## config.mk

```make
export PLATFORM = sky130hd
export DESIGN_NAME = clint_ctrl_flat
export DESIGN_NICKNAME = d
export VERILOG_FILES = /design/src/rtl/clint_ctrl_if.sv /design/src/rtl/clint_ctrl.sv /design/src/flat_wrapper.sv
export SDC_FILE = /design/constraint.sdc
export NUM_CORES = 1
export LEC_CHECK = 0
export BUFFER_PORTS_ARGS = -buffer_cell sky130_fd_sc_hd__buf_2
export CAP_MARGIN = 30
export CORE_AREA = 2 2 107 109
export DETAILED_ROUTE_END_ITERATION = 6
export DIE_AREA = 0 0 109 111
export PLACE_DENSITY = 0.69
export REMOVE_ABC_BUFFERS = 1
export SKIP_LAST_GASP = 1
export SYNTH_ARGS = -nofsm -noshare
export SYNTH_HDL_FRONTEND = slang
export SYNTH_SLANG_ARGS = --single-unit
```

## constraint.sdc

```tcl
create_clock -name clk -period 2.1 [get_ports clk]
set_input_delay 0.315 -clock clk [delete_from_list [all_inputs] [get_ports clk]]
set_output_delay 0.315 -clock clk [all_outputs]
set_load 0.005 [all_outputs]
```

## src/rtl/clint_ctrl_if.sv

```systemverilog
// Bundle between the execute stage, the CSR file and the clint trap sequencer.
// The slave side is the controller; the master side drives the pipeline/CSR views.
interface clint_ctrl_if #(
   parameter int CPU_WIDTH      = 32,
   parameter int CSR_ADDR_WIDTH = 12
);
   logic [CPU_WIDTH-1:0]      inst_i;
   logic [CPU_WIDTH-1:0]      inst_addr_i;
   logic                      jump_flag_i;
   logic [CPU_WIDTH-1:0]      jump_addr_i;
   logic                      irq_i;
   logic [CPU_WIDTH-1:0]      csr_mtvec_i;
   logic [CPU_WIDTH-1:0]      csr_mepc_i;
   logic [CPU_WIDTH-1:0]      csr_mstatus_i;
   logic                      clint_csr_wr_en_o;
   logic [CSR_ADDR_WIDTH-1:0] clint_csr_wr_addr_o;
   logic [CPU_WIDTH-1:0]      clint_csr_wr_data_o;
   logic                      hold_flag_o;
   logic                      int_assert_o;
   logic [CPU_WIDTH-1:0]      int_addr_o;

   modport master (
      output inst_i,
      output inst_addr_i,
      output jump_flag_i,
      output jump_addr_i,
      output irq_i,
      output csr_mtvec_i,
      output csr_mepc_i,
      output csr_mstatus_i,
      input  clint_csr_wr_en_o,
      input  clint_csr_wr_addr_o,
      input  clint_csr_wr_data_o,
      input  hold_flag_o,
      input  int_assert_o,
      input  int_addr_o
   );

   modport slave (
      input  inst_i,
      input  inst_addr_i,
      input  jump_flag_i,
      input  jump_addr_i,
      input  irq_i,
      input  csr_mtvec_i,
      input  csr_mepc_i,
      input  csr_mstatus_i,
      output clint_csr_wr_en_o,
      output clint_csr_wr_addr_o,
      output clint_csr_wr_data_o,
      output hold_flag_o,
      output int_assert_o,
      output int_addr_o
   );
endinterface

```

## src/rtl/clint_ctrl.sv

```systemverilog
// Core-local trap sequencer: detects ECALL/EBREAK/MRET/timer irq in execute,
// writes mepc/mstatus/mcause one per cycle, stalls, then redirects the PC.
module clint_ctrl #(
   parameter int CPU_WIDTH      = 32,
   parameter int CSR_ADDR_WIDTH = 12
) (
   input  logic       clk,
   input  logic       rst_n,
   clint_ctrl_if.slave bus
);

   localparam logic [CSR_ADDR_WIDTH-1:0] A_MSTATUS =
      CSR_ADDR_WIDTH'(12'h300);
   localparam logic [CSR_ADDR_WIDTH-1:0] A_MEPC =
      CSR_ADDR_WIDTH'(12'h341);
   localparam logic [CSR_ADDR_WIDTH-1:0] A_MCAUSE =
      CSR_ADDR_WIDTH'(12'h342);

   localparam logic [CPU_WIDTH-1:0] I_ECALL =
      CPU_WIDTH'(32'h0000_0073);
   localparam logic [CPU_WIDTH-1:0] I_EBREAK =
      CPU_WIDTH'(32'h0010_0073);
   localparam logic [CPU_WIDTH-1:0] I_MRET =
      CPU_WIDTH'(32'h3020_0073);

   localparam logic [CPU_WIDTH-1:0] C_ECALL =
      CPU_WIDTH'(32'd11);
   localparam logic [CPU_WIDTH-1:0] C_EBREAK =
      CPU_WIDTH'(32'd3);
   localparam logic [CPU_WIDTH-1:0] C_TIMER =
      CPU_WIDTH'(32'h8000_0007);

   typedef enum logic [2:0] {
      IDLE,
      W_MEPC,
      W_MSTATUS,
      W_MCAUSE,
      ASSERT,
      R_MSTATUS,
      R_ASSERT
   } state_t;

   state_t               state;
   state_t               state_d;
   logic [CPU_WIDTH-1:0] epc_q;
   logic [CPU_WIDTH-1:0] epc_d;
   logic [CPU_WIDTH-1:0] cause_q;
   logic [CPU_WIDTH-1:0] cause_d;

   logic                 is_ecall;
   logic                 is_ebreak;
   logic                 is_mret;
   logic                 irq_ev;
   logic                 idle;
   logic                 event_det;
   logic [CPU_WIDTH-1:0] ms_trap;
   logic [CPU_WIDTH-1:0] ms_mret;
   logic [CPU_WIDTH-1:0] irq_epc;

   always_comb begin
      is_ecall  = (bus.inst_i == I_ECALL);
      is_ebreak = (bus.inst_i == I_EBREAK);
      is_mret   = (bus.inst_i == I_MRET);
      // irq only wins when no instruction event is present
      irq_ev    = bus.irq_i & bus.csr_mstatus_i[3]
                & ~is_ecall & ~is_ebreak & ~is_mret;
      idle      = (state == IDLE);
      event_det = rst_n & idle
                & (is_ecall | is_ebreak | is_mret | irq_ev);
      irq_epc   = bus.jump_flag_i ? bus.jump_addr_i
                                  : bus.inst_addr_i;
   end

   always_comb begin
      ms_trap    = bus.csr_mstatus_i;
      ms_trap[7] = bus.csr_mstatus_i[3];
      ms_trap[3] = 1'b0;
      ms_mret    = bus.csr_mstatus_i;
      ms_mret[3] = bus.csr_mstatus_i[7];
      ms_mret[7] = 1'b1;
   end

   always_comb begin
      state_d = state;
      epc_d   = epc_q;
      cause_d = cause_q;
      unique case (state)
         IDLE: begin
            if (event_det) begin
               unique case (1'b1)
                  is_ecall: begin
                     state_d = W_MEPC;
                     epc_d   = bus.inst_addr_i;
                     cause_d = C_ECALL;
                  end
                  is_ebreak: begin
                     state_d = W_MEPC;
                     epc_d   = bus.inst_addr_i;
                     cause_d = C_EBREAK;
                  end
                  is_mret: begin
                     state_d = R_MSTATUS;
                  end
                  irq_ev: begin
                     state_d = W_MEPC;
                     epc_d   = irq_epc;
                     cause_d = C_TIMER;
                  end
                  default: ;
               endcase
            end
         end
         W_MEPC:    state_d = W_MSTATUS;
         W_MSTATUS: state_d = W_MCAUSE;
         W_MCAUSE:  state_d = ASSERT;
         ASSERT:    state_d = IDLE;
         R_MSTATUS: state_d = R_ASSERT;
         R_ASSERT:  state_d = IDLE;
         default:   state_d = IDLE;
      endcase
   end

   always_ff @(posedge clk or negedge rst_n) begin
      if (!rst_n) begin
         state   <= IDLE;
         epc_q   <= '0;
         cause_q <= '0;
      end else begin
         state   <= state_d;
         epc_q   <= epc_d;
         cause_q <= cause_d;
      end
   end

   always_comb begin
      bus.clint_csr_wr_en_o   = 1'b0;
      bus.clint_csr_wr_addr_o = '0;
      bus.clint_csr_wr_data_o = '0;
      bus.int_assert_o        = 1'b0;
      bus.int_addr_o          = '0;
      bus.hold_flag_o         = ~idle | event_det;
      unique case (state)
         W_MEPC: begin
            bus.clint_csr_wr_en_o   = 1'b1;
            bus.clint_csr_wr_addr_o = A_MEPC;
            bus.clint_csr_wr_data_o = epc_q;
         end
         W_MSTATUS: begin
            bus.clint_csr_wr_en_o   = 1'b1;
            bus.clint_csr_wr_addr_o = A_MSTATUS;
            bus.clint_csr_wr_data_o = ms_trap;
         end
         W_MCAUSE: begin
            bus.clint_csr_wr_en_o   = 1'b1;
            bus.clint_csr_wr_addr_o = A_MCAUSE;
            bus.clint_csr_wr_data_o = cause_q;
         end
         ASSERT: begin
            bus.int_assert_o = 1'b1;
            bus.int_addr_o   = bus.csr_mtvec_i;
         end
         R_MSTATUS: begin
            bus.clint_csr_wr_en_o   = 1'b1;
            bus.clint_csr_wr_addr_o = A_MSTATUS;
            bus.clint_csr_wr_data_o = ms_mret;
         end
         R_ASSERT: begin
            bus.int_assert_o = 1'b1;
            bus.int_addr_o   = bus.csr_mepc_i;
         end
         default: ;
      endcase
   end

endmodule

```

## src/flat_wrapper.sv

```systemverilog
// flat-port wrapper written by rule: the top's interface ports become plain ports
module clint_ctrl_flat 
#(
   parameter int CPU_WIDTH      = 32,
   parameter int CSR_ADDR_WIDTH = 12
)
  (clk, rst_n, bus_inst_i, bus_inst_addr_i, bus_jump_flag_i, bus_jump_addr_i, bus_irq_i, bus_csr_mtvec_i, bus_csr_mepc_i, bus_csr_mstatus_i, bus_clint_csr_wr_en_o, bus_clint_csr_wr_addr_o, bus_clint_csr_wr_data_o, bus_hold_flag_o, bus_int_assert_o, bus_int_addr_o);
  clint_ctrl_if #(.CPU_WIDTH(CPU_WIDTH), .CSR_ADDR_WIDTH(CSR_ADDR_WIDTH)) bus_i ();
  input  logic clk;
  input  logic rst_n;
  input wire logic [$bits(bus_i.inst_i)-1:0] bus_inst_i;
  input wire logic [$bits(bus_i.inst_addr_i)-1:0] bus_inst_addr_i;
  input wire logic [$bits(bus_i.jump_flag_i)-1:0] bus_jump_flag_i;
  input wire logic [$bits(bus_i.jump_addr_i)-1:0] bus_jump_addr_i;
  input wire logic [$bits(bus_i.irq_i)-1:0] bus_irq_i;
  input wire logic [$bits(bus_i.csr_mtvec_i)-1:0] bus_csr_mtvec_i;
  input wire logic [$bits(bus_i.csr_mepc_i)-1:0] bus_csr_mepc_i;
  input wire logic [$bits(bus_i.csr_mstatus_i)-1:0] bus_csr_mstatus_i;
  output wire logic [$bits(bus_i.clint_csr_wr_en_o)-1:0] bus_clint_csr_wr_en_o;
  output wire logic [$bits(bus_i.clint_csr_wr_addr_o)-1:0] bus_clint_csr_wr_addr_o;
  output wire logic [$bits(bus_i.clint_csr_wr_data_o)-1:0] bus_clint_csr_wr_data_o;
  output wire logic [$bits(bus_i.hold_flag_o)-1:0] bus_hold_flag_o;
  output wire logic [$bits(bus_i.int_assert_o)-1:0] bus_int_assert_o;
  output wire logic [$bits(bus_i.int_addr_o)-1:0] bus_int_addr_o;
  assign bus_i.inst_i = bus_inst_i;
  assign bus_i.inst_addr_i = bus_inst_addr_i;
  assign bus_i.jump_flag_i = bus_jump_flag_i;
  assign bus_i.jump_addr_i = bus_jump_addr_i;
  assign bus_i.irq_i = bus_irq_i;
  assign bus_i.csr_mtvec_i = bus_csr_mtvec_i;
  assign bus_i.csr_mepc_i = bus_csr_mepc_i;
  assign bus_i.csr_mstatus_i = bus_csr_mstatus_i;
  assign bus_clint_csr_wr_en_o = bus_i.clint_csr_wr_en_o;
  assign bus_clint_csr_wr_addr_o = bus_i.clint_csr_wr_addr_o;
  assign bus_clint_csr_wr_data_o = bus_i.clint_csr_wr_data_o;
  assign bus_hold_flag_o = bus_i.hold_flag_o;
  assign bus_int_assert_o = bus_i.int_assert_o;
  assign bus_int_addr_o = bus_i.int_addr_o;
  clint_ctrl #(.CPU_WIDTH(CPU_WIDTH), .CSR_ADDR_WIDTH(CSR_ADDR_WIDTH)) u_core (.clk(clk), .rst_n(rst_n), .bus(bus_i));
endmodule
```

* Word-level counts from Yosys, hierarchy flattened
Index checks and enable logic that the tools add are counted.
Storage, ports and cells: bits in registers 67, bits of input ports 196, output and inout bits 79, logic and storage cells 50
Cells by class: equality and inequality tests 11, muxes and demuxes 11, bitwise operators 14, reduce and logical (&&, ||, !) cells 11
Operators with widths (number):
- 32-bit case mux with 2 select lines | 2
- 32-bit case mux with 4 select lines | 1
- 32-bit case mux with 3 select lines | 1
- 32-bit by 21-bit equality test with 1-bit output, second input constant | 1
- 32-bit by 30-bit equality test with 1-bit output, second input constant | 1
- 32-bit by 7-bit equality test with 1-bit output, second input constant | 1
- 32-bit 2-to-1 mux | 1
- 10-bit case mux with 3 select lines | 1
- 3-bit case mux with 5 select lines | 1
- 3-bit equality test, second input constant | 3
- 1-bit AND | 6
- 3-bit by 2-bit equality test with 1-bit output, second input constant | 2
- 3-bit case mux with 2 select lines | 1
- 3-bit AND reduction | 2
- 2-bit OR reduction | 3
- 1-bit inverter | 4
- 1-bit OR | 4
- 4-bit OR reduction | 1
- 3-bit by 1-bit equality test with 1-bit output, second input constant | 1
- 3-bit zero test | 1
- 3-bit 2-to-1 mux | 1
- 3-bit by 2-bit != test with 1-bit output, second input constant | 1
- 3-bit nonzero test | 1
- 3-bit OR reduction | 1
- 4 further kinds | 5

* Logic depth before layout (Yosys ltp)
Gate-level depths: netlist of the first run.
depth in word-level cells 9, gate-level depth with buffers 7, mapped depth without buffers 5

* Worst setup path after synthesis of the first run
No wires, ideal clock.
path kind input port to flip-flop, from input bus_inst_i[23], to register u_core.epc_q[0], setup time 0.125 ns, arrival time 2.102 ns, required time 1.975 ns, setup slack -0.128 ns, stages on the path 6, buffers on the path 1, cell sequence nor4_4 > nand3_2 > nor4_4 > mux2i_2 > buf_6 > mux2_4
On the way: cells in the longest elaborated chain, start to end 8, elaborated cells on any way between the ends 17, those cells by class eq/ne (3); mux (1); bitwise (10); reduce/logical (3)
Ends and longest elaborated chain:
- start, declared | line flat_wrapper.sv:11 | input wire logic [$bits(bus_i.inst_i)-1:0] bus_inst_i;
- 32-bit by 7-bit equality test with 1-bit output | line clint_ctrl.sv:61 | is_ecall = (bus.inst_i == I_ECALL);
- 1-bit inverter | line clint_ctrl.sv:66 | & ~is_ecall & ~is_ebreak & ~is_mret;
- 1-bit AND (3 in series) | line clint_ctrl.sv:66
- 1-bit OR | line clint_ctrl.sv:69 | & (is_ecall | is_ebreak | is_mret | irq_ev);
- 1-bit AND | line clint_ctrl.sv:69
- 3-bit AND reduction (no source line)
- end signal, assigned | line clint_ctrl.sv:130 | epc_q <= epc_d;
- end, declared | line clint_ctrl.sv:45 | logic [CPU_WIDTH-1:0] epc_q;
Several ways; a longest one is shown, not always the timed one. A chain may end at the register's enable or synchronous reset.

* Final worst setup path of the first run
from register u_core.state[0], to output bus_clint_csr_wr_data_o[20]
On the way: cells in the longest elaborated chain, start to end 2, elaborated cells on any way between the ends 5, those cells by class eq/ne (4); mux (1)
Ends and longest elaborated chain:
- start, declared | line clint_ctrl.sv:43 | state_t state;
- start signal, assigned | line clint_ctrl.sv:129 | state <= state_d;
- 3-bit equality test, or another cell as far along | line clint_ctrl.sv:142 | unique case (state)
- 32-bit case mux with 4 select lines (*) | line clint_ctrl.sv:142
- end, declared | line flat_wrapper.sv:21 | output wire logic [$bits(bus_i.clint_csr_wr_data_o)-1:0] bus_clint_csr_wr_data_o;
Every way passes the cells marked *; elsewhere a longest branch is shown, timed or not.

==> flow_metrics.env, run 1 <==
export IMPL_tns_ns=0
export IMPL_avgSynthCellArea_um2=10.26
export IMPL_worstPathArrival_ns=1.72
export IMPL_cts_sinks=38
export IMPL_synth_most_common_cell="dfrtp_1"
export IMPL_synth_cells=308
export IMPL_dp_hpwl_mm=8.898
export IMPL_startpoint_type="flop"
export IMPL_peakVddDrop_mv=0.4642
export IMPL_cts_hold_fix_buffers=0
export IMPL_synth_edf_count=0
export IMPL_path_clk_slew_ns=0.06
export IMPL_first_global_vias=3465
export IMPL_r2r_cells=6
export IMPL_rsz0062_at_grt="true"
export IMPL_die_w_um=109
export IMPL_grt_max_degree=39
export IMPL_design_area_mm2=0.005011
export IMPL_wl_per_cell_um=15.98
export IMPL_hold_class="primary input to asynchronous set/reset pin"
export IMPL_antenna_cells=0
export IMPL_cts_root_buf="clkbuf_16"
export IMPL_hold_worst_slack_ns=0.2122
export IMPL_skew_ns=0.009076
export IMPL_p_leak_nw=2.684
export IMPL_start_util=0.2853
export IMPL_grt_pass1_wl_mm=16.53
export IMPL_place_ws_ns=-0.2911
export IMPL_nets=772
export IMPL_critPathCaptureType="output pin"
export IMPL_min_period_ns=2.034
export IMPL_timing_hold_violations_final=0
export IMPL_critical_path_max_stage_delay_ns=0.39
export IMPL_synthTopCellsByArea="dfrtp_1, mux2_4, mux2_2"
export IMPL_reg2reg_slack_ns=0.09
export IMPL_drive_gt1_frac=0.6551
export IMPL_synth_top_area_frac=0.3009
export IMPL_yosys_top_cells_count="dfrtp_1, mux2_2, nor2_1"
export IMPL_dpl_cell_area_mm2=0.004716
export IMPL_synth_top_cell_by_area="dfrtp_1"
export IMPL_htree_levels=2
export IMPL_cp_max_fo=13
export IMPL_ys_seq_elements=38
export IMPL_critPathSlowestCell="dfrtp_1"
export IMPL_r2r_start="u_core.state[1]"
export IMPL_seq_area_frac_synth=0.3009
export IMPL_area_delta_synth_final_pct=58.55
export IMPL_ios=275
export IMPL_cap_violations=0
export IMPL_synth_distinct_cells=38
export IMPL_grt_ovfl_total=0
export IMPL_ys_flop_type="dfrtp_1"
export IMPL_numCtsBuffers=5
export IMPL_cp_cell_sequence="buf_6 > nor2b_2 > and2_4 > clkbuf_16 > a22o_1 > buf_2"
export IMPL_place_gp_congestion=0.8065
export IMPL_port_buffers=267
export IMPL_cts_tree="done"
export IMPL_final_max_slew_violation_count=0
export IMPL_cp_data_required_time_ns=1.78
export IMPL_clock_latency_ns=0.28
export IMPL_drt_wl_total_mm=11.51
export IMPL_crit_type="flop to output pin"
export IMPL_rows=39
export IMPL_fmax_ghz=0.4915
export IMPL_status="finished clean"
export IMPL_clk_path_buf_depth=2
export IMPL_remaining_drc_errors=0
export IMPL_yosys_warnings=0
export IMPL_drtAntennaViolNets=0
export IMPL_finalSetupViolCount=0
export IMPL_antenna_found_initial=0
export IMPL_first_pass_iters=4
export IMPL_powerDensity_mw_per_mm2=1048
export IMPL_vias_per_cell=4.753
export IMPL_synthArstFlopShare=1.000
export IMPL_drt_iter0_markers=116
export IMPL_mappedNetlistArea_mm2=0.003161
export IMPL_min_period_over_period=0.9688
export IMPL_gr_usage_all_layers=0.1748
export IMPL_die_area_mm2=0.01210
export IMPL_vias=3422
export IMPL_coreArea_mm2=0.01108
export IMPL_r2r_end="u_core.epc_q[16]"
export IMPL_die_y_um=111
export IMPL_setup_ws_ns=0.06551
==> placed cells by master (no fill, tap or decap), types with 3 or more instances in the layout <==
cell	netlist	layout
inv_1	6	6
buf_12	0	4
conb_1	1	7
nand2_1	14	12
o22ai_1	4	4
nor4_1	6	3
nand3_1	4	4
nor4bb_1	3	3
mux2i_1	33	33
o21ai_0	10	9
buf_6	3	4
buf_2	3	267
nor4_4	2	3
dfrtp_1	38	37
nor2_1	34	33
a22o_1	27	27
mux2_2	34	34
mux2_4	29	29
and2_1	5	3
clkbuf_16	0	6
buf_4	9	10
a22oi_1	4	4
==> routing by layer <==
layer / vias to the layer above / GRT usage / wire length [µm]
met5: - / 0 / 0
met3: 12 / 0.03586 / 966
met2: 178 / 0.3528 / 6184
met4: 0 / 0.04274 / 134
li1: 1650 / - / -
met1: 1582 / 0.1747 / 4222
==> sequential cells by signal, summed over array words and instances (netlist names) <==
register and count:
u_core.epc_q 32, u_core.state 3, u_core.cause_q 3
==> repair_timing <==
item | 4_1_cts | 5_1_grt
pin swaps | 2 | 4
resized for setup | 9 | 14
cloned | 1 | 1
buffers inserted | 1 | 1
setup endpoints to repair | 49 | 53
==> stage by stage <==
step           power (W)  cells  utilization
6_report        0.005253    720       0.4524
3_5_place_dp    0.004273    709       0.4257
2_1_floorplan   0.002987    282            -
3_3_place_gp    0.004213    709       0.4257
4_1_cts         0.005244    719       0.4461
5_1_grt         0.005642    720       0.4524
==> logic make-up after synthesis <==
kind of cell              Yosys count  synth area share
AOI/OAI and AO/OA                  50            0.1215
xor gates and xnor gates            1          0.002772
buffers and inverters              38           0.06413
DFF                                38            0.3009
muxes                              98            0.3713
other                               1          0.001187
and+or+nand+nor                    82            0.1382
==> worst max path at each step <==
stage / cells past startpoint / to / from
2_1_floorplan: 5 / u_core.epc_q[14] / u_core.state[1]
3_3_place_gp: 7 / u_core.epc_q[27] / bus_inst_i[14]
3_5_place_dp: 7 / u_core.epc_q[18] / bus_inst_i[14]
4_1_cts: 8 / bus_hold_flag_o / bus_inst_i[3]
5_1_grt: 8 / bus_hold_flag_o / bus_inst_i[3]
6_report: 6 / bus_clint_csr_wr_data_o[20] / u_core.state[0]
==> worst max-delay path, delay by kind of cell (launching register included) <==
kind                   cells  cell delay, ns
AO/OA/AOI/OAI              1            0.23
buffers and inverters      3            0.46
flip-flops                 1            0.39
AND/OR/NAND/NOR            2            0.36
==> area by class of cell <==
type / instances / area [µm²]
sequential: 38 / 952.2
inverter: 6 / 22.52
multi-input combinational: 238 / 2117
fill: 1065 / 6066
tap: 143 / 178.9
clock inverter: 2 / 12.51
clock buffer: 6 / 138.9
timing repair buffer: 287 / 1589
==> power by group <==
part | switching (W) | internal (W)
registers | 0.000212 | 0.00108
clock network | 0.000289 | 0.000470
logic | 0.00144 | 0.00177
total | 0.00194 | 0.00332
Note: power is estimated with default switching activity, not from simulation.
==> run 2, diff against run 1 <==
--- a/config.mk
+++ b/config.mk
@@ -5,12 +5,13 @@
 export SDC_FILE = /design/constraint.sdc
 export NUM_CORES = 1
 export LEC_CHECK = 0
+export ABC_AREA = 1
 export BUFFER_PORTS_ARGS = -buffer_cell sky130_fd_sc_hd__buf_2
 export CAP_MARGIN = 30
-export CORE_AREA = 2 2 107 109
+export CORE_AREA = 2 2 106 108
 export DETAILED_ROUTE_END_ITERATION = 6
-export DIE_AREA = 0 0 109 111
-export PLACE_DENSITY = 0.69
+export DIE_AREA = 0 0 108 110
+export PLACE_DENSITY = 0.76
 export REMOVE_ABC_BUFFERS = 1
 export SKIP_LAST_GASP = 1
 export SYNTH_ARGS = -nofsm -noshare
==> flow_metrics.env, run 2 <==
export IMPL_skew_ns=0.004724
export IMPL_clock_latency_ns=0.28
export IMPL_cp_max_fo=8
export IMPL_nets=1039
export IMPL_area_delta_synth_final_pct=45.13
export IMPL_drive_gt1_frac=0.3974
export IMPL_cts_tree="done"
export IMPL_start_util=0.3426
export IMPL_wl_per_cell_um=13.71
export IMPL_cp_top_family="simple AND/OR/NAND/NOR gates"
export IMPL_synth_top_family_by_area="simple AND/OR/NAND/NOR gates"
export IMPL_cap_violations=0
export IMPL_ys_seq_elements=38
export IMPL_synthMuxAreaShare=0.09833
export IMPL_design_area_mm2=0.005319
export IMPL_die_y_um=110
export IMPL_wl_met3_um=996
export IMPL_drt_iter0_markers=269
export IMPL_largest_register_ffs=32
export IMPL_die_area_mm2=0.01188
export IMPL_synth_compound_area_share=0.1192
export IMPL_grt_max_degree=39
export IMPL_cp_cell_sequence="inv_1 > nor2_2 > inv_2 > nor2_4 > buf_6 > nand2_1 > nand3_1 > buf_2"
export IMPL_avgSynthCellArea_um2=6.233
export IMPL_peakVddDrop_mv=0.3581
export IMPL_dr_wl_met2_mm=6.992
export IMPL_critPathCaptureType="output pin"
export IMPL_clk_path_buf_depth=2
export IMPL_synth_top_area_frac=0.2595
export IMPL_yosys_warnings=0
export IMPL_yosys_area_share_simple=0.4199
export IMPL_synthTopCellsByArea="dfrtp_1, nand2_1, nor2_1"
export IMPL_min_period_ns=2.025
export IMPL_die_w_um=108
export IMPL_finalSetupViolCount=0
export IMPL_drt_wl_total_mm=13.49
export IMPL_path_clk_slew_ns=0.07
export IMPL_antenna_found_initial=1
export IMPL_mappedNetlistArea_mm2=0.003665
export IMPL_layout_commonest_cell="buf_2"
export IMPL_hold_worst_slack_ns=0.1678
export IMPL_htree_levels=2
export IMPL_first_pass_iters=4
export IMPL_timing_critical_path_buf_inv=4
export IMPL_grt_pass1_wl_mm=19.79
export IMPL_status="finished clean"
export IMPL_vias_per_cell=4.783
export IMPL_p_leak_nw=3.184
export IMPL_dp_hpwl_mm=10.61
export IMPL_vias=4706
export IMPL_crit_type="flop to output pin"
export IMPL_drtAntennaViolNets=0
export IMPL_rows=38
export IMPL_dpl_cell_area_mm2=0.005162
export IMPL_numCtsBuffers=5
export IMPL_worstPathArrival_ns=1.71
export IMPL_gr_usage_all_layers=0.2098
export IMPL_ios=275
export IMPL_power_w=0.004543
export IMPL_yosys_top_cells_count="nand2_1, nor2_1, dfrtp_1"
export IMPL_cts_sinks=38
export IMPL_yosys_area_share_adder=0
export IMPL_min_period_over_period=0.9645
export IMPL_timing_hold_violations_final=0
export IMPL_fmax_ghz=0.4937
export IMPL_topRoutingLayerUsed="met4"
export IMPL_synth_edf_count=0
export IMPL_ys_flop_type="dfrtp_1"
export IMPL_coreArea_mm2=0.01070
export IMPL_synth_distinct_cells=29
export IMPL_wl_met1_mm=5.179
export IMPL_synth_top_cell_by_area="dfrtp_1"
export IMPL_post_cts_buffers=0
export IMPL_synth_most_common_cell="nand2_1"
export IMPL_layout_common_cells="buf_2, nand2_1, nor2_1"
export IMPL_port_buffers=267
export IMPL_place_gp_congestion=0.8500
export IMPL_cp_data_required_time_ns=1.78
export IMPL_critical_path_max_stage_delay_ns=0.40
export IMPL_largest_register="u_core.epc_q"
export IMPL_rsz0062_at_grt="true"
export IMPL_final_max_slew_violation_count=0
export IMPL_synth_cells=588
export IMPL_synthArstFlopShare=1.000
export IMPL_startpoint_type="flop"
export IMPL_grt_ovfl_total=0
export IMPL_hold_class="primary input to asynchronous set/reset pin"
export IMPL_critPathSlowestCell="dfrtp_1"
export IMPL_first_global_vias=4159
export IMPL_remaining_drc_errors=0
export IMPL_seq_area_frac_synth=0.2595
export IMPL_powerDensity_mw_per_mm2=854.1
export IMPL_cts_root_buf="clkbuf_8"
export IMPL_largestRegisters="u_core.epc_q: 32 flops, u_core.cause_q: 3 flops, u_core.state: 3 flops"
export IMPL_synthXorXnorAreaFrac=0
run 2: cell families after synthesis:
family,after synthesis
compound gates,67
other cells,1
simple gates,370
buf+inv,80
mux,32
flops,38
run 2: repair_timing:
action	CTS	global route
hold endpoints to repair	0	0
gates resized for setup	0	11
endpoints found under the setup margin	0	15
hold buffers	0	0
run 2: layout make-up:
| class | instances | area (µm²) |
|---|---|---|
| Fill cell | 1122 | 5379 |
| Multi-Input combinational cell | 476 | 2394 |
| Timing Repair Buffer | 289 | 1559 |
| Sequential cell | 38 | 952.2 |
| Tap cell | 140 | 175.2 |
| Inverter | 33 | 123.9 |
| Clock buffer | 6 | 82.58 |
| Clock inverter | 1 | 30.03 |
| Antenna cell | 1 | 2.502 |
run 2: worst paths after layout:
path | start | cells after the start | slack, ns | end
worst min register to register | u_core.cause_q[1] | 2 | 0.47 | u_core.cause_q[1]
worst max-delay path | u_core.state[0] | 8 | 0.07 | bus_clint_csr_wr_data_o[2]
max in group asynchronous | rst_n | 2 | 1.57 | u_core.state[2]
worst min-delay path | rst_n | 2 | 0.17 | u_core.cause_q[1]
min in group clk | bus_inst_addr_i[29] | 5 | 0.33 | u_core.epc_q[29]
worst max register to register | u_core.state[2] | 7 | 0.61 | u_core.epc_q[28]
run 2: through the flow:
stage	worst slack, ns	setup TNS [ns]	utilization	instances
after CTS	0.03120	0	0.4931	982
after global placement	0.2832	0	0.4826	975
after floorplan	-1.008	-42.70	-	547
after detailed placement	0.2457	0	0.4826	975
final	0.07457	0	0.4972	984
after global routing	-0.04459	-0.08592	0.4972	984
run 2: per-layer routing:
layer	up-vias	GRT usage
met3	22	0.02939
met1	2076	0.2341
met4	0	0.06593
met5	-	0
li1	2407	-
met2	201	0.4093
run 2: where the power goes:
| part | leakage [nW] | switching [W] | internal (W) |
|---|---|---|---|
| Sequential | 0.490 | 0.000255 | 0.00108 |
| Clock | 0.0573 | 0.000247 | 0.000380 |
| Combinational | 2.64 | 0.00142 | 0.00116 |
| Total | 3.18 | 0.00193 | 0.00262 |
==> run 3, diff against run 2 <==
--- a/config.mk
+++ b/config.mk
@@ -11,6 +11,7 @@
 export CORE_AREA = 2 2 106 108
 export DETAILED_ROUTE_END_ITERATION = 6
 export DIE_AREA = 0 0 108 110
+export GPL_TIMING_DRIVEN = 0
 export PLACE_DENSITY = 0.76
 export REMOVE_ABC_BUFFERS = 1
 export SKIP_LAST_GASP = 1
==> flow_metrics.env, run 3 (synthesis gave the netlist of run 2 again) <==
export IMPL_peakVddDrop_mv=0.5208
export IMPL_setup_ws_ns=0.03955
export IMPL_critPathSlowestCell="dfrtp_4"
export IMPL_wl_met1_mm=5.411
export IMPL_worstPathArrival_ns=1.75
export IMPL_cts_sinks=38
export IMPL_layout_commonest_cell="buf_2"
export IMPL_dr_wl_met2_mm=7.536
export IMPL_powerDensity_mw_per_mm2=873.2
export IMPL_grt_pass1_wl_mm=20.78
export IMPL_skew_ns=0.01000
export IMPL_largest_register="u_core.epc_q"
export IMPL_drive_gt1_frac=0.4043
export IMPL_antenna_cells=0
export IMPL_cp_top_family="flip-flops"
export IMPL_ios=275
export IMPL_cp_cell_sequence="buf_4 > nand2_1 > o21ai_4 > clkbuf_16 > a22o_1 > buf_2"
export IMPL_cp_startpoint="u_core.state[1]"
export IMPL_start_util=0.3426
export IMPL_grt_ovfl_total=0
export IMPL_rows=38
export IMPL_area_delta_synth_final_pct=50.29
export IMPL_hold_class="primary input to asynchronous set/reset pin"
export IMPL_cp_data_required_time_ns=1.78
export IMPL_fin_util=0.5149
export IMPL_clock_latency_ns=0.29
export IMPL_crit_end="bus_clint_csr_wr_data_o[11]"
export IMPL_antenna_found_initial=0
export IMPL_timing_critical_path_buf_inv=3
export IMPL_place_gp_congestion=0.8353
export IMPL_cts_tree="done"
export IMPL_drt_wl_total_mm=14.55
export IMPL_status="finished with violations"
export IMPL_drt_iter0_markers=265
export IMPL_slew_headroom=0.4868
export IMPL_violations="hold timing"
export IMPL_finalSetupViolCount=0
export IMPL_cp_max_fo=20
export IMPL_layout_common_cells="buf_2, nand2_1, nor2_1"
export IMPL_die_w_um=108
export IMPL_rsz0062_at_grt="true"
export IMPL_cap_violations=0
export IMPL_cts_root_buf="clkbuf_8"
export IMPL_wl_per_cell_um=14.83
export IMPL_min_period_ns=2.060
export IMPL_cp_depth=6
export IMPL_grt_max_degree=41
export IMPL_fmax_ghz=0.4853
export IMPL_remaining_drc_errors=0
export IMPL_numCtsBuffers=5
export IMPL_first_global_vias=4289
export IMPL_vias_per_cell=4.866
export IMPL_tightest_slew_ns=0.7698
export IMPL_path_clk_slew_ns=0.08
export IMPL_wl_met3_mm=1.148
export IMPL_drtAntennaViolNets=0
export IMPL_crit_type="flop to output pin"
export IMPL_startpoint_type="flop"
export IMPL_die_y_um=110
export IMPL_first_pass_iters=4
export IMPL_place_ws_ns=-1.691
export IMPL_power_w=0.004809
export IMPL_gr_usage_all_layers=0.2225
export IMPL_topRoutingLayerUsed="met4"
export IMPL_critical_path_max_stage_delay_ns=0.52
export IMPL_nets=1037
export IMPL_reg2reg_slack_ns=0.18
export IMPL_coreArea_mm2=0.01070
export IMPL_timing_hold_violations_final=11
export IMPL_final_max_slew_violation_count=0
export IMPL_hold_worst_slack_ns=-0.009824
export IMPL_htree_levels=2
export IMPL_min_period_over_period=0.9812
export IMPL_die_area_mm2=0.01188
export IMPL_largestRegisters="u_core.epc_q: 32 flops, u_core.cause_q: 3 flops, u_core.state: 3 flops"
export IMPL_dp_hpwl_mm=10.12
export IMPL_r2r_end="u_core.epc_q[17]"
export IMPL_tns_ns=0
export IMPL_r2r_start="u_core.state[1]"
export IMPL_p_leak_nw=3.228
export IMPL_critPathCaptureType="output pin"
export IMPL_clk_path_buf_depth=2
export IMPL_vias=4774
export IMPL_port_buffers=267
export IMPL_r2r_cells=7
export IMPL_largest_register_ffs=32
==> run 3: cell count changes in the layout (fill, tap and decap cells not counted), sizes merged <==
cell | before | now
buf | 288 | 280
clkbuf | 7 | 8
diode | 1 | 0
nand2 | 217 | 219
nand3 | 14 | 15
nor2 | 103 | 105
==> run 3: where the power goes <==
group          leakage (nW)  internal, W  switching (W)
clock network        0.0573     0.000380       0.000264
logic                  2.68      0.00131        0.00152
registers             0.487      0.00109       0.000247
total                  3.23      0.00278        0.00203
==> run 3: routing by layer <==
| layer | global-route usage | vias to the layer above |
|---|---|---|
| met4 | 0.08333 | 0 |
| li1 | - | 2413 |
| met3 | 0.03351 | 22 |
| met1 | 0.2442 | 2135 |
| met5 | 0 | - |
| met2 | 0.4308 | 204 |
==> run 3: area by class of cell <==
type	count	area, µm²
clock buffer	6	82.58
timing repair buffer	282	1583
clock inverter	1	30.03
multi-input combinational	481	2544
sequential	38	957.2
tap	140	175.2
inverter	33	136.4
fill	1113	5190
==> run 3: worst min path at each step <==
stage,start,end,slack (ns),cells after the start
global route,rst_n,u_core.epc_q[6],0.04,1
CTS,rst_n,u_core.epc_q[6],0.009,1
global placement,u_core.cause_q[1],u_core.cause_q[1],0.45,2
finish,rst_n,u_core.epc_q[18],-0.01,1
detailed placement,u_core.cause_q[1],u_core.cause_q[1],0.45,2
floorplan,rst_n,u_core.cause_q[1],0.02,0
==> run 3: what timing repair did <==
action,in CTS,in global routing
endpoints found under the hold margin,0,0
hold buffers,0,0
setup endpoints to repair,107,89
pin swaps,4,7
resized for setup,21,14
gates cloned,2,3
buffers inserted,8,4
==> run 3: worst register-to-register path, cell delays in order, from the launching register on <==
cell and delay, ns:
dfrtp_4 0.52, buf_12 0.14, clkinv_8 0.12, and3_1 0.28, nand2_1 0.21, nor2_4 0.43
nand2_1 0.10, nand2_1 0.07
==> run 3: metrics by stage <==
stage	instances	area, µm²
after floorplan	547	3437
after global placement	954	4949
after detailed placement	957	5027
after CTS	974	5355
after global routing	981	5508
final	981	5508
